<file path="src/rtl/nametable_write_arbiter.sv">
// nametable_write_arbiter: shares the nametable/attribute RAM write port between scroll refill and FIFO-buffered CPU writes
module nametable_write_arbiter #(
    parameter int FIFO_DEPTH = 4,
    parameter int MAX_BURST  = 8,
    parameter int ADDR_W     = 9
) (
    input  logic                               clk,
    input  logic                               rst,
    input  logic                               hold,
    input  logic                               sc_valid,
    output logic                               sc_ready,
    input  logic                               sc_attr,
    input  logic [ADDR_W-1:0]                  sc_addr,
    input  logic [31:0]                        sc_data,
    input  logic [3:0]                         sc_be,
    input  logic                               cpu_valid,
    output logic                               cpu_ready,
    input  logic                               cpu_attr,
    input  logic [ADDR_W-1:0]                  cpu_addr,
    input  logic [31:0]                        cpu_data,
    input  logic [3:0]                         cpu_be,
    output logic [3:0]                         ram_name_we,
    output logic [3:0]                         ram_attr_we,
    output logic [ADDR_W-1:0]                  ram_addr,
    output logic [31:0]                        ram_wdata,
    output logic [$clog2(FIFO_DEPTH+1)-1:0]    cpu_fifo_level,
    output logic                               ovf_flag,
    input  logic                               ovf_clr,
    output logic                               busy
);
    localparam int LW = $clog2(FIFO_DEPTH + 1);
    localparam int PW = $clog2(FIFO_DEPTH);
    localparam int BW = $clog2(MAX_BURST + 1);
    localparam int EW = ADDR_W + 37;

    typedef enum logic [1:0] {IDLE, SCROLL, CPU} state_t;

    state_t              state, owner;
    logic [BW-1:0]       burst_cnt;
    logic [EW-1:0]       fifo_mem [FIFO_DEPTH];
    logic [PW-1:0]       wr_ptr, rd_ptr;
    logic                sp, cp, push, pop, grant, last, ram_wr;
    logic                g_attr;
    logic [ADDR_W-1:0]   g_addr;
    logic [31:0]         g_data;
    logic [3:0]          g_be;

    assign cpu_ready = cpu_fifo_level < LW'(FIFO_DEPTH);
    assign push      = cpu_valid & cpu_ready;
    assign sp        = sc_valid;
    assign cp        = cpu_fifo_level != '0;
    assign last      = burst_cnt == BW'(MAX_BURST - 1);
    assign sc_ready  = owner == SCROLL;
    assign pop       = owner == CPU;
    assign grant     = sc_ready | pop;
    assign busy      = cp | sc_valid | ram_wr;
    assign {g_attr, g_addr, g_data, g_be} = pop ? fifo_mem[rd_ptr] : {sc_attr, sc_addr, sc_data, sc_be};

    // Grant owner this cycle: burst-limited alternation, scroll preferred from idle
    always_comb begin
        owner = hold ? IDLE :
                state == SCROLL ? (sp ? ((cp && last) ? CPU : SCROLL) : (cp ? CPU : IDLE)) :
                state == CPU    ? (cp ? ((sp && last) ? SCROLL : CPU) : (sp ? SCROLL : IDLE)) :
                sp ? SCROLL : (cp ? CPU : IDLE);
    end

    // Arbiter state and saturating burst counter, both frozen while hold is high
    always_ff @(posedge clk or posedge rst) begin
        if (rst) begin
            state     <= IDLE;
            burst_cnt <= '0;
        end else if (!hold) begin
            state     <= owner;
            burst_cnt <= (owner == IDLE || owner != state) ? '0 : last ? burst_cnt : burst_cnt + BW'(1);
        end
    end

    // CPU FIFO storage; contents need no reset since pointers define validity
    always_ff @(posedge clk) begin
        if (push) fifo_mem[wr_ptr] <= {cpu_attr, cpu_addr, cpu_data, cpu_be};
    end

    // CPU FIFO pointers and occupancy
    always_ff @(posedge clk or posedge rst) begin
        if (rst) begin
            wr_ptr         <= '0;
            rd_ptr         <= '0;
            cpu_fifo_level <= '0;
        end else begin
            wr_ptr         <= wr_ptr + PW'(push);
            rd_ptr         <= rd_ptr + PW'(pop);
            cpu_fifo_level <= cpu_fifo_level + LW'(push) - LW'(pop);
        end
    end

    // Sticky overflow: a dropped CPU write beats a simultaneous clear
    always_ff @(posedge clk or posedge rst) begin
        if (rst) ovf_flag <= 1'b0;
        else     ovf_flag <= (cpu_valid & ~cpu_ready) ? 1'b1 : ovf_clr ? 1'b0 : ovf_flag;
    end

    // RAM write port, one cycle after the grant; address/data hold when idle
    always_ff @(posedge clk or posedge rst) begin
        if (rst) begin
            ram_wr      <= 1'b0;
            ram_name_we <= '0;
            ram_attr_we <= '0;
            ram_addr    <= '0;
            ram_wdata   <= '0;
        end else begin
            ram_wr      <= grant;
            ram_name_we <= (grant && !g_attr) ? g_be : '0;
            ram_attr_we <= (grant && g_attr) ? g_be : '0;
            if (grant) begin
                ram_addr  <= g_addr;
                ram_wdata <= g_data;
            end
        end
    end
endmodule
</file>
<file path="config.mk">
export PLATFORM = sky130hd
export DESIGN_NAME = nametable_write_arbiter
export DESIGN_NICKNAME = d
export VERILOG_FILES = /design/src/rtl/nametable_write_arbiter.sv
export SDC_FILE = /design/constraint.sdc
export NUM_CORES = 1
export LEC_CHECK = 0
export ABC_AREA = 1
export ABC_CLOCK_PERIOD_IN_PS = 5980
export CORE_MARGIN = 4
export CORE_UTILIZATION = 53
export CTS_CLUSTER_SIZE = 25
export DETAILED_ROUTE_END_ITERATION = 12
export PLACE_DENSITY = 0.82
export SYNTH_ARGS = -nofsm -noshare
export SYNTH_HDL_FRONTEND = slang
export SYNTH_SLANG_ARGS = --single-unit
</file>
<file path="constraint.sdc">
create_clock -name clk -period 5.98 [get_ports clk]
set_input_delay 1.196 -clock clk [delete_from_list [all_inputs] [get_ports clk]]
set_output_delay 1.196 -clock clk [all_outputs]
set_load 0.03 [all_outputs]
</file>
==> load_flow_metrics.sql <==
INSERT INTO impl_metrics (metric_group, metric, value, unit) VALUES
('synthesis', 'asyncSetResetFlopFracSynth', '25.8', '%'),
('layout', 'seqCellArea', '0.00713', 'mm^2'),
('sta', 'grt_setup_unrepaired', 'no', ''),
('die', 'die-width', '143', 'um'),
('cts', 'cts_made_buffers', '24', ''),
('sta', 'hold_slack', '0.517', 'ns'),
('worst_hold_path', 'path_class_of_the_lowest_slack_min_delay_path', 'reg2reg', ''),
('setup_path', 'endpoint_kind', 'output port', ''),
('synthesis', 'synthesis.instances', '792', ''),
('power', 'power_density_cells', '501', 'mW/mm^2'),
('setup_path', 'rrSetupSlack', '2.77', 'ns'),
('synthesis', 'yosysTopAreaCell', 'edfxtp_1', ''),
('global_routing', 'first_global_vias', '6617', ''),
('layout', 'fillerInstances', '1282', ''),
('placement', 'port_buffer_count', '153', ''),
('cts', 'post_cts_buffers', '0', ''),
('sta', 'worst_clock_skew', '0.0126', 'ns'),
('cts', 'tritoncts', 'done', ''),
('die', 'die_h', '143', 'um'),
('drt', 'first_iter_violations', '477', ''),
('global_routing', 'grt_antenna_before_repair', '1', ''),
('power', 'highest_ir_drop_seen_on_vdd', '0.306', 'mV'),
('drt', 'drt_first_pass_iters', '5', ''),
('layout', 'final_area', '0.0123', 'mm^2'),
('synthesis', 'synth_most_common_cell', 'edfxtp_1', ''),
('layout', 'areaGrowthSynthToFinish', '26.5', '%'),
('sta', 'timing_hold_violations_final', '0', ''),
('die', 'die_area', '0.0206', 'mm^2'),
('cts', 'buffer_type_at_the_clock_tree_root', 'clkbuf_16', ''),
('synthesis', 'synthesis.area_per_instance', '12.3', 'um^2'),
('global_routing', 'grt-ovfl-total', '0', ''),
('placement', 'dpl_cell_area', '0.0114', 'mm^2'),
('synthesis', 'netlist_top_cells_area', 'edfxtp_1 57%, dfrtp_1 16%, nor2_1 5.6%, a21oi_1 4.5%, o21ai_0 4.2%', ''),
('sta', 'period_share', '71.4', '%'),
('sta', 'achievable-frequency', '234', 'MHz'),
('die', 'io_pins', '154', ''),
('drt', 'via_per_inst', '5.65', ''),
('synthesis', 'mappedNetlistArea', '0.00973', 'mm^2'),
('layout', 'final_layout_size_suffix_gt1_share', '6.95', '%'),
('placement', 'routabilityCongestion', '0.833', ''),
('status', 'status', 'finished clean', ''),
('placement', 'dp_hpwl', '12000', 'um'),
('synthesis', 'synth.top_cells.by_count', '184 x edfxtp_1, 145 x nor2_1, 87 x a21oi_1, 82 x o21ai_0', ''),
('drt', 'routed_via_count', '6657', ''),
('layout', 'multiInputGateArea', '0.00232', 'mm^2'),
('sta', 'slew_headroom', '33.0', '%'),
('synthesis', 'yosysUniqueCellTypes', '31', ''),
('synthesis', 'synth_seq_area_share', '73.3', '%'),
('synthesis', 'yosys_warnings', '0', ''),
('global_routing', 'global_route_wire_length_before_repair', '34400', 'um'),
('drt', 'dr_drc_count', '0', ''),
('global_routing', 'total_grt_usage', '21.1', '%'),
('die', 'core-area', '0.0180', 'mm^2'),
('cts', 'ctsHoldBuffers', '0', ''),
('cts', 'clock-sinks', '248', ''),
('drt', 'routedWlPerCell', '18.2', 'um'),
('global_routing', 'grt_max_degree', '95', ''),
('sta', 'setup_viol', '0', ''),
('sta', 'finalCriticalPeriod', '4.27', 'ns'),
('synthesis', 'post-synth-top-area-fraction', '56.8', '%'),
('power', 'p_total', '6160', 'uW'),
('setup_path', 'timing.critical_path.from_type', 'input port', ''),
('cts', 'clock_latency', '0.50', 'ns'),
('synthesis', 'postSynthRegisterBits', '248', ''),
('setup_path', 'worst_ep_arrival', '3.07', 'ns'),
('synthesis', 'syn-num-nets', '899', ''),
('cts', 'clk_path_buf_depth', '3', ''),
('die', 'std_cell_rows', '49', ''),
('synthesis', 'post_synth_edffs', '184', ''),
('cts', 'post_cts_resize_count', '0', ''),
('drt', 'final_antenna_net_count', '0', '');
sequential cells by signal, indices dropped and copies added, names as in the netlist:
signal and flops:
fifo_mem 184, ram_wdata 32, ram_addr 9, burst_cnt 4, ram_attr_we 4, ram_name_we 4
cpu_fifo_level 3, rd_ptr 2, state 2, wr_ptr 2, ovf_flag 1, ram_wr 1
through the flow:
stage,std cells,setup slack [ns]
after floorplan,792,0.811
after detailed placement,1135,1.75
final,1179,1.71
after global placement,1135,1.82
after global routing,1179,1.64
after CTS,1179,1.72
layout by cell type, fill, tap and decap left out, drive strengths merged:
cell type      instances
a21oi                 88
a22oi                  2
buf                    9
bufinv                 6
clkbuf                31
clkdlybuf4s50        153
clkinv                 5
clkinvlp               3
dfrtp                 64
edfxtp               184
fa                     1
ha                     8
inv                   21
mux2i                  1
nand2                 65
nand3                  8
nand4                  1
nor2                 148
nor3                   4
o21ai                 93
o221ai                 1
o22ai                 44
or2                    1
or3                    1
xnor2                  2
xor2                   6
critical path, cell delays in order:
cell	delay (ns)
clkdlybuf4s50_1	0.55
nor2_1	0.23
nand2_1	0.18
inv_1	0.10
ha_1	0.15
clkdlybuf4s50_1	0.66
report_power, final:
part | total (uW) | leakage [uW] | switching (uW) | internal [uW]
logic | 2080 | 0.00158 | 1340 | 735
clock network | 1640 | 0.000420 | 608 | 1040
registers | 2440 | 0.00242 | 199 | 2240
total | 6160 | 0.00442 | 2150 | 4010
routing by layer:
layer,up-vias,share of wire (%),GRT usage [%],wire length [um]
li1,3107,-,-,-
met1,3270,42,28.7,8910
met2,249,50,36.0,10700
met3,29,7.2,3.63,1550
met4,2,1.2,5.10,267
met5,-,0.056,0,12
cell families after synthesis:
kind of cell	share of synthesized area (%)
flip-flops	73.3
AO/OA/AOI/OAI	12.4
AND/OR/NAND/NOR	9.16
buffers and inverters	3.09
adder cells (fa/ha/maj)	1.23
XOR/XNOR	0.720
multiplexers	0.103
worst paths after layout:
kind | from | to | cells past startpoint
hold reg to reg | ram_wdata[11]$_DFFE_PP0P_ | ram_wdata[11]$_DFFE_PP0P_ | 2
min in group asynchronous | rst | ram_name_we[1]$_DFF_PP0_ | 3
max in group asynchronous | rst | rd_ptr[1]$_DFF_PP0_ | 3
setup reg to reg | burst_cnt[0]$_DFFE_PP0P_ | ram_attr_we[3]$_DFF_PP0_ | 12
setup / recovery | hold | sc_ready | 6
hold / removal | ram_wdata[11]$_DFFE_PP0P_ | ram_wdata[11]$_DFFE_PP0P_ | 2
cell type report:
| type | count | share of cell area, % |
|---|---|---|
| Clock buffer | 31 | 5.35 |
| Clock inverter | 13 | 1.80 |
| Inverter | 22 | 0.681 |
| Multi-Input combinational cell | 474 | 18.9 |
| Sequential cell | 248 | 57.9 |
| Tap cell | 229 | 2.33 |
| Timing Repair Buffer | 162 | 13.0 |
(Power assumes the default switching activity.)
